[config.mk]
export PLATFORM = sky130hd
export DESIGN_NAME = insmem_loader
export DESIGN_NICKNAME = d
export VERILOG_FILES = /design/src/rtl/loader_pkg.sv /design/src/rtl/loader_csum8.sv /design/src/rtl/insmem_loader.sv
export SDC_FILE = /design/constraint.sdc
export NUM_CORES = 1
export LEC_CHECK = 0
export CELL_PAD_IN_SITES_DETAIL_PLACEMENT = 1
export CELL_PAD_IN_SITES_GLOBAL_PLACEMENT = 2
export CORE_AREA = 2 2 97 99
export CTS_BUF_LIST = sky130_fd_sc_hd__clkbuf_16
export CTS_CLUSTER_DIAMETER = 30
export CTS_CLUSTER_SIZE = 16
export DETAILED_ROUTE_END_ITERATION = 7
export DIE_AREA = 0 0 99 101
export PLACE_DENSITY = 0.89
export SLEW_MARGIN = 20
export SYNTH_ARGS = -nofsm -noshare
export SYNTH_HDL_FRONTEND = slang
export SYNTH_SLANG_ARGS = --single-unit
[constraint.sdc]
create_clock -name CLK -period 2.71 [get_ports CLK]
set_clock_uncertainty 0.1 [all_clocks]
set_input_delay 0.271 -clock CLK [delete_from_list [all_inputs] [get_ports CLK]]
set_output_delay 0.271 -clock CLK [all_outputs]
set_load 0.01 [all_outputs]
[src/rtl/loader_pkg.sv]
// Shared types and frame constants for the instruction-memory boot loader.
package loader_pkg;

    typedef enum logic [2:0] {
        IDLE,
        LEN_HI,
        LEN_LO,
        DATA,
        CSUM,
        DONE,
        ERR
    } state_t;

    localparam int unsigned DEFAULT_DEPTH  = 1024;
    localparam int unsigned BYTES_PER_WORD = 4;
    localparam int unsigned MAX_WORDS      = DEFAULT_DEPTH / BYTES_PER_WORD;
    localparam int unsigned LEN_W          = 16;
    localparam int unsigned BYTE_W         = 8;

    // Largest legal word count for a memory of the given byte depth.
    function automatic logic [LEN_W-1:0] max_words(input int unsigned depth);
        return LEN_W'(depth / BYTES_PER_WORD);
    endfunction

endpackage

[src/rtl/loader_csum8.sv]
// 8-bit XOR accumulator used to check the frame payload checksum.
module loader_csum8
    import loader_pkg::*;
(
    input  logic              clk_i,
    input  logic              rst_i,
    input  logic              clr_i,
    input  logic              en_i,
    input  logic [BYTE_W-1:0] data_i,
    output logic [BYTE_W-1:0] acc_o
);

    logic [BYTE_W-1:0] acc_q, acc_d;

    always_comb begin
        acc_d = acc_q;
        if (clr_i) begin
            acc_d = '0;
        end else if (en_i) begin
            acc_d = acc_q ^ data_i;
        end
    end

    always_ff @(posedge clk_i or posedge rst_i) begin
        if (rst_i) begin
            acc_q <= '0;
        end else begin
            acc_q <= acc_d;
        end
    end

    assign acc_o = acc_q;

endmodule

[src/rtl/insmem_loader.sv]
// Framed byte-stream loader for the byte-wide instruction memory; holds the
// CPU until a frame with a matching checksum has been written.
module insmem_loader
    import loader_pkg::*;
#(
    parameter int unsigned DEPTH  = 1024,
    parameter int unsigned ADDR_W = 10
) (
    input  logic              CLK,
    input  logic              RST,
    input  logic              rx_valid,
    input  logic [7:0]        rx_data,
    output logic              rx_ready,
    input  logic              start,
    output logic              mem_we,
    output logic [ADDR_W-1:0] mem_addr,
    output logic [7:0]        mem_wdata,
    output logic              cpu_hold,
    output logic              done,
    output logic              err
);

    localparam int unsigned      CNT_W       = ADDR_W + 1;
    localparam logic [LEN_W-1:0] WORDS_LIMIT = max_words(DEPTH);

    state_t             state_q, state_d;
    logic [LEN_W-1:0]   n_q, n_d;
    logic [CNT_W-1:0]   cnt_q, cnt_d;
    logic               we_q, we_d;
    logic [ADDR_W-1:0]  addr_q, addr_d;
    logic [BYTE_W-1:0]  wdata_q, wdata_d;

    logic               acc_clr, acc_en;
    logic [BYTE_W-1:0]  acc;
    logic               fire;
    logic [LEN_W-1:0]   n_full;
    logic [CNT_W-1:0]   bytes_total;

    assign fire   = rx_valid && rx_ready;
    assign n_full = {n_q[LEN_W-1:BYTE_W], rx_data};
    // N is already bounded by WORDS_LIMIT here, so its low bits times 4 fit the counter.
    assign bytes_total = {n_q[ADDR_W-2:0], 2'b00};

    always_comb begin
        state_d = state_q;
        n_d     = n_q;
        cnt_d   = cnt_q;
        we_d    = 1'b0;
        addr_d  = addr_q;
        wdata_d = wdata_q;
        acc_clr = 1'b0;
        acc_en  = 1'b0;
        case (state_q)
            IDLE: state_d = LEN_HI;
            LEN_HI: begin
                if (fire) begin
                    n_d     = {rx_data, 8'h00};
                    state_d = LEN_LO;
                end
            end
            LEN_LO: begin
                if (fire) begin
                    n_d     = n_full;
                    cnt_d   = '0;
                    acc_clr = 1'b1;
                    if (n_full > WORDS_LIMIT) begin
                        state_d = ERR;
                    end else if (n_full == '0) begin
                        state_d = CSUM;
                    end else begin
                        state_d = DATA;
                    end
                end
            end
            DATA: begin
                if (fire) begin
                    we_d    = 1'b1;
                    addr_d  = cnt_q[ADDR_W-1:0];
                    wdata_d = rx_data;
                    acc_en  = 1'b1;
                    cnt_d   = cnt_q + CNT_W'(1);
                    if (cnt_q + CNT_W'(1) == bytes_total) begin
                        state_d = CSUM;
                    end
                end
            end
            CSUM: begin
                if (fire) begin
                    state_d = (rx_data == acc) ? DONE : ERR;
                end
            end
            DONE, ERR: begin
                if (start) begin
                    state_d = LEN_HI;
                end
            end
            default: state_d = IDLE;
        endcase
    end

    always_ff @(posedge CLK or posedge RST) begin
        if (RST) begin
            state_q <= IDLE;
            n_q     <= '0;
            cnt_q   <= '0;
            we_q    <= 1'b0;
            addr_q  <= '0;
            wdata_q <= '0;
        end else begin
            state_q <= state_d;
            n_q     <= n_d;
            cnt_q   <= cnt_d;
            we_q    <= we_d;
            addr_q  <= addr_d;
            wdata_q <= wdata_d;
        end
    end

    loader_csum8 u_csum (
        .clk_i  (CLK),
        .rst_i  (RST),
        .clr_i  (acc_clr),
        .en_i   (acc_en),
        .data_i (rx_data),
        .acc_o  (acc)
    );

    assign rx_ready  = (state_q == LEN_HI) || (state_q == LEN_LO) ||
                       (state_q == DATA)   || (state_q == CSUM);
    assign cpu_hold  = (state_q != DONE);
    assign done      = (state_q == DONE);
    assign err       = (state_q == ERR);
    assign mem_we    = we_q;
    assign mem_addr  = addr_q;
    assign mem_wdata = wdata_q;

endmodule

# == Yosys cells after proc, flatten, opt, wreduce, memory -nomap -nowiden ==
# Cells that the tools add are included.
# op_classes
eq_ne,15
n_bitwise,2
div_mod_pow,0
multipliers,0
shift,0
n_mux,21
addsub,1
reduce_logical,15
n_lt_le_gt_ge,1
# op_table
cell,count
16-bit one-hot mux with 2 select lines,1
3-bit two-way mux,8
8-bit two-way mux,3
11-bit two-way mux,2
11-bit one-hot mux with 2 select lines,1
3-bit one-hot mux with 6 select lines,1
"16-bit by 9-bit greater-than comparator with 1-bit output, second input constant",1
16-bit logical NOT,1
16-bit two-way mux,1
"2-bit != test, second input constant",6
"11-bit by 1-bit adder with 11-bit output, second input constant",1
11-bit equality test,1
"3-bit equality test, second input constant",3
3-bit AND reduction,3
8-bit equality test,1
8-bit bitwise XOR,1
"3-bit by 2-bit equality test with 1-bit output, second input constant",2
6-bit AND reduction,1
2-bit nonzero test,3
"3-bit by 1-bit equality test with 1-bit output, second input constant",1
3-bit logical NOT,1
1-bit logical OR,3
1-bit two-way mux,3
"3-bit != test, second input constant",1
other kinds (5),5
# word_totals
word_cells,63
inputBits,12
ram_bits,0
regBits,57
rom_bits,0
latch_bits,0
memories,0

# == Logic depth before layout (Yosys ltp) ==
# Gate-level depths: netlist of the first run.
# depth
depth_word,9
mapped_depth,7
depth_no_buf,7

# == Cells and area by module ==
# A second synthesis of the first run with hierarchy kept.
# unflattened
cells_unflattened,311
area_unflattened_um2,3007.9
# by_module_without_submodules
mod,cells_each,area_per_inst_um2,n_inst
insmem_loader,275,2597.5,1
loader_csum8,36,410.4,1

# == Worst setup path before layout of the first run ==
# OpenSTA, ideal clock, no wires.
# synth_path
kind,register to register
start,reg cnt_q[0]
end,reg state_q[1]
arrival_ps,1736
setup_slack_ps,748
path_stages_with_launch,8
path_buffers,0
setup_time_ps,126
cell_sequence,dfrtp_1 ha_1 nand3_1 or2_1 a211o_1 nor4_4 a21oi_1 a311o_1
# synth_between
elab_chain_len,4
# synth_rtl
item,line_no,text
from (decl),insmem_loader.sv:28,"logic [CNT_W-1:0] cnt_q, cnt_d;"
from (signal assigned),insmem_loader.sv:112,cnt_q <= cnt_d;
11-bit by 1-bit adder with 11-bit output,insmem_loader.sv:82,if (cnt_q + CNT_W'(1) == bytes_total) begin
11-bit equality test,insmem_loader.sv:82,
2-bit != test (no line),--,
6-bit AND reduction (no line),--,
to (signal assigned),insmem_loader.sv:110,state_q <= state_d;
to (decl),insmem_loader.sv:26,"state_t state_q, state_d;"
# Every way passes these cells.
# A chain may end at the register's enable or synchronous reset.

# == Worst setup path in the final report of the first run ==
# Same ends and word-level chain as after synthesis.

==> metrics.cfg, run 1 <==
[outcome]
status = finished, final reports clean

[critical_path]
crit_arrival_ps = 2400
critPathKind = reg2reg
cp_max_fo = 7
endpoint_kind = flop
required_ps = 2820
startpoint_type = flop

[clock_network]
post-cts-setup-buffers = 0
path_clk_slew_ps = 50
clk_latency_ps = 330
numCtsBuffers = 9
cts_sinks = 57
cts_hold_buf = 0
cts_max_level = 3
clk_path_buf_depth = 2
root_buffer = clkbuf_16
ctsResizeCount = 0
cts_tree = done

[pwr]
p_int_mw = 2.618
clock_power_share_pct = 29.0
swShare_pct = 36.23
power.switching_mw = 1.487
seqPwrFrac_pct = 35.4
p_per_area_nw_per_um2 = 1090
p_leak_nw = 1.694
max-vdd-ir-drop_v = 0.0004427
pwr-share-comb_pct = 35.6

[floorplan]
die_w_um = 99
die_h_um = 101
fp.dieArea_sq_um = 9999
design.core.area_sq_um = 8977
io-pin-count = 35
rows = 35
start_util_pct = 33.05

[synthesis]
synthesis.nets = 356
yosys_most_used_dff = dfrtp_1
yosys_warnings = 0
synth_cell_types = 51
synth.avg_cell_area_sq_um = 8.649
synth_area_leader_cell = dfrtp_1
async_reset_ff_share_pct = 100.0
synthTopCellsByArea = dfrtp_1 48%, nand2_1 14%, o21ai_0 3.7%, nand2b_1 3.4%, xnor2_1 3.2%
ys_seq_area_share_pct = 48.08
syn-cell-area_sq_um = 2967
syn_inst = 343
ys_ff_latch = 57
synth_top_area_share_pct = 48.08
synth-edff-count = 0

[cells_and_area]
nets = 393
layout_common_cells = 110 x nand2_1, 57 x dfrtp_1, 34 x clkdlybuf4s50_1, 22 x o21ai_0, 16 x nand2b_1
antenna-diode-count = 0
syn_to_final_growth_pct = 26.99
layout.cells.most_common = nand2_1
layout-drive-gt1-share_pct = 9.351

[grt]
antenna_found_initial = 0
grt_pass1_vias = 2745
grt_remaining_overflow = 0
grt_pass1_wl_mm = 13.98
grt_usage_pct = 17.85
grt_max_degree = 39

[hold_path]
hp-class = in2async

[timing]
finalSetupViolCount = 0
hold_ws_ps = 181.7
slew_headroom_pct = 62.00
hold_viol_final = 0
tns_ps = 0
maxSlewViolCount = 0
finalCritPeriodShare_pct = 84.60
rsz0062_at_grt = no
fmax_mhz = 436.2
period_needed_ps = 2293
worst_pin_slew_ps = 570.1

[route]
drc = 0
vias = 2638
drt_pass1_iterations = 4
routed_wl_mm = 8.362
ant_nets = 0
drtIter0Drc = 131
wire_per_inst_um = 16.86
viasPerCell = 5.319

[placement]
dp_hpwl_mm = 5.757
gp_congestion = 0.7823
portBuffers = 34

[job]
maxCapViolations = 0

==> registers in the layout, indices dropped and copies added, names as in the netlist <==
signal,flops
cnt_q,11
mem_addr,10
mem_wdata,8
mem_we,1
n_q,16
state_q,3
u_csum.acc_o,8
==> cell usage after synthesis, types with 2 or more instances <==
library cell and n:
nand2_1 110, a22o_1 7, or3_1 3, nor3_1 2
o31ai_1 6, a211oi_1 2, xor2_1 3, inv_1 9
clkbuf_1 13, nand2b_1 16, nand4_1 4, nor2_1 11
nor4_1 4, a21oi_1 7, o21ai_0 22, o21ai_1 8
buf_2 2, xnor2_1 11, dfrtp_1 57, or2_1 2
a21o_1 4, nand3_1 8, buf_1 2, and3_1 3
==> critical path: stages, from the launching register on <==
cell	delay (ps)
dfrtp_1	470
ha_1	330
nand3_1	120
or2_1	250
a211o_1	290
nor4_4	200
a21oi_1	130
a311o_1	280
==> layer usage <==
layer / vias up / GRT usage [%] / routed length, um
met1: 1326 / 23.82 / 3772
li1: 1241 / - / -
met4: 0 / 6.639 / 92
met2: 61 / 28.74 / 4138
met5: - / 0 / 0
met3: 10 / 3.606 / 358
==> metrics by stage <==
stage	worst slack [ps]	utilization, %	total power [mW]	cells	cell area, sq um
after floorplan	747.9	-	2.301	343	2967
after global placement	291.1	38.49	2.857	480	3456
after detailed placement	250.8	38.49	2.922	480	3456
after CTS	403.4	41.97	4.153	496	3767
after global routing	249.4	41.97	4.384	496	3767
final	417.4	41.97	4.105	496	3767
==> power groups by stage <==
stage	Clock [mW]	Sequential, mW	Combinational [mW]
3_3_place_gp	0	1.45	1.41
5_1_grt	1.25	1.50	1.64
2_1_floorplan	0	1.38	0.925
4_1_cts	1.21	1.45	1.49
6_report	1.19	1.45	1.46
3_5_place_dp	0	1.46	1.46
==> logic make-up after synthesis <==
logic type | count (synthesis) | synth area share, %
muxes | 1 | 0.3374
and+or+nand+nor | 171 | 27.04
DFF | 57 | 48.08
AOI/OAI and AO/OA | 69 | 15.31
buffers and inverters | 29 | 4.133
xor gates and xnor gates | 15 | 4.682
adders and majority gates | 1 | 0.4217
==> path summary, 6_finish.rpt <==
check,start,to,slack [ps],cells past startpoint
max in group asynchronous,RST,n_q[8],1770,3
max,cnt_q[0],state_q[1],420,7
min reg2reg,mem_addr[7],mem_addr[7],370,2
min,RST,mem_wdata[1],180,2
min in group CLK,mem_addr[7],mem_addr[7],370,2
max reg2reg,cnt_q[0],state_q[1],420,7
==> area by class of cell <==
class | count | area [sq um]
clock inverter | 7 | 86.33
fill | 1036 | 5210
timing repair buffer | 45 | 435.4
inverter | 10 | 37.54
clock buffer | 9 | 225.2
tap | 111 | 138.9
sequential | 57 | 1426
multi-input combinational | 257 | 1418
Power figures use the tool's default switching activity.
==> run 2, diff against run 1 <==
==> constraint.sdc (replaced) <==
create_clock -name CLK -period 2.2 [get_ports CLK]
set_clock_uncertainty 0.1 [all_clocks]
set_input_delay 0.22 -clock CLK [delete_from_list [all_inputs] [get_ports CLK]]
set_output_delay 0.22 -clock CLK [all_outputs]
set_load 0.01 [all_outputs]
==> run 2 against run 1 <==
Against the previous run:
- the run now ends with setup timing left
- core utilization rose by 2.8 points
- setup slack got worse by 420 ps
- global-route usage increased by 0.41 points
- non-clock buffer count up 30
- register-to-register slack lost 420 ps
- final cell count is 5.8% higher
- critical endpoint unchanged
==> metrics.cfg, run 2 (synthesis results as in run 1) <==
[cells_and_area]
layout_common_cells = 110 x nand2_1, 50 x dfrtp_1, 40 x buf_4, 34 x clkdlybuf4s50_1, 22 x o21ai_0
design_area_sq_um = 4020  ; +6.7%
syn_to_final_growth_pct = 35.51
nets = 423  ; +7.6%
largest_reg_flops = 16  ; unchanged
layout.cells.most_common = nand2_1
layout-drive-gt1-share_pct = 19.57  ; +10 points
fillers = 1038  ; +0.19%
largest-register = n_q
antenna-diode-count = 0  ; unchanged

[grt]
grt_usage_pct = 18.26  ; +0.41 points
grt_remaining_overflow = 0  ; unchanged
grt_pass1_wl_mm = 14.36  ; +2.7%
grt_max_degree = 38  ; -2.6%
grt_pass1_vias = 2888  ; +5.2%
antenna_found_initial = 0  ; unchanged

[clock_network]
clk_latency_ps = 330  ; about the same
cts_max_level = 3  ; unchanged
cts_hold_buf = 0  ; unchanged
path_clk_slew_ps = 50  ; about the same
cts_tree = done
root_buffer = clkbuf_16
cts_sinks = 57  ; unchanged
numCtsBuffers = 9  ; unchanged
clk_path_buf_depth = 2  ; unchanged

[critical_path]
required_ps = 2310  ; -510 ps
worstSetupStartpoint = cnt_q[0]
cp_max_fo = 3  ; -4
endpoint_kind = flop
startpoint_type = flop
r2r_start = cnt_q[0]
reg2reg_slack_ps = -2  ; -420 ps
critPathKind = reg2reg
crit_arrival_ps = 2310  ; -90 ps
r2r_cells = 7  ; unchanged
cp-endpoint = state_q[1]
r2r_end = state_q[1]

[floorplan]
start_util_pct = 33.05  ; unchanged
design.core.area_sq_um = 8977  ; unchanged
io-pin-count = 35  ; unchanged
die_w_um = 99  ; unchanged
fp.dieArea_sq_um = 9999  ; unchanged
rows = 35  ; unchanged
die_h_um = 101  ; unchanged

[pwr]
p_per_area_nw_per_um2 = 1286  ; +18%
max-vdd-ir-drop_v = 0.0005921  ; +34%
design_power_total_mw = 5.170  ; +26%
p_leak_nw = 1.828  ; +8.0%

[route]
wire_per_inst_um = 16.82  ; -0.22%
ant_nets = 0  ; unchanged
viasPerCell = 5.274  ; -0.83%
vias = 2769  ; +5.0%
routed_wl_mm = 8.831  ; +5.6%
drt_pass1_iterations = 4  ; unchanged
drc = 0  ; unchanged
drtIter0Drc = 95  ; -27%

[hold_path]
hp-class = in2async

[placement]
gp_congestion = 0.7795  ; -0.36%
portBuffers = 34  ; unchanged
postPlaceCellArea_sq_um = 3591  ; +3.9%
dp_hpwl_mm = 5.860  ; +1.8%

[timing]
finalSetupViolCount = 2  ; +2
fmax_mhz = 454.2  ; +4.1%
worst_slack_ps = -1.912  ; -419.3 ps
rsz0062_at_grt = yes
hold_viol_final = 0  ; unchanged
worst_pin_slew_ps = 481.1  ; -88.93 ps
slew_headroom_pct = 67.92  ; +5.9 points
maxSlewViolCount = 0  ; unchanged
period_needed_ps = 2202  ; -90.73 ps
finalCritPeriodShare_pct = 100.1  ; +15 points

[outcome]
status = finished, violations left
failed_checks = setup timing

[job]
maxCapViolations = 0  ; unchanged

## run 2: cell count changes in the layout (fill, tap and decap cells not counted), moves of 2 or more
cell      change
buf_4        +30
dfrtp_1       -7
dfrtp_2       +7
clkinv_2      +3
xnor2_1       -3
xnor2_2       +3
clkinv_1      -2
## run 2: worst min path at each step
stage | start | end | slack, ps
floorplan | rx_data[0] | mem_wdata[0] | 230
global placement | n_q[10] | n_q[10] | 360
detailed placement | n_q[10] | n_q[10] | 370
CTS | RST | mem_we | 140
global route | RST | mem_we | 190
finish | RST | mem_we | 130
## run 2: report_power, final
| part | switching (mW) | internal, mW |
|---|---|---|
| logic | 1.07 | 0.968 |
| clock network | 0.507 | 0.863 |
| registers | 0.344 | 1.42 |
| total | 1.92 | 3.25 |
## run 2: critical path, cell delays in order, from the launching register on
cell and delay, ps:
dfrtp_1 430, ha_4 170, nand3_2 80, or2_1 260, a211o_1 340, nor4_4 330, a21oi_1 110, a311o_1 280
## run 2: stage by stage
step	hold slack [ps]	utilization [%]	std cells	worst slack (ps)	TNS [ps]
after floorplan	225.4	-	343	237.9	0
after global placement	359.6	40.00	498	-89.73	-89.73
after detailed placement	368.5	40.00	498	-173.4	-256.0
after CTS	144.4	43.18	513	16.13	0
after global routing	188.9	44.78	525	-89.03	-169.9
final	128.4	44.78	525	-1.912	-3.109
## run 2: routing by layer
metal | global-route usage [%] | vias up | routed length (um)
met1 | 24.05 | 1410 | 4067
met5 | 0 | - | 0
met3 | 3.606 | 17 | 302
met4 | 6.217 | 0 | 143
met2 | 30.15 | 50 | 4318
li1 | - | 1292 | -
## run 2: area by class of cell
| class | instances | area [sq um] | share of cell area (%) |
|---|---|---|---|
| multi-input combinational | 257 | 1463 | 36.38 |
| sequential | 57 | 1435 | 35.70 |
| timing repair buffer | 75 | 660.6 | 16.43 |
| clock buffer | 9 | 225.2 | 5.602 |
| tap | 111 | 138.9 | 3.455 |
| clock inverter | 6 | 60.06 | 1.494 |
| inverter | 10 | 37.54 | 0.9337 |
## run 2: what timing repair did
| item | 4_1_cts | 5_1_grt |
|---|---|---|
| setup buffers | 0 | 12 |
| setup endpoints to repair | 0 | 2 |
| resized for setup | 0 | 14 |
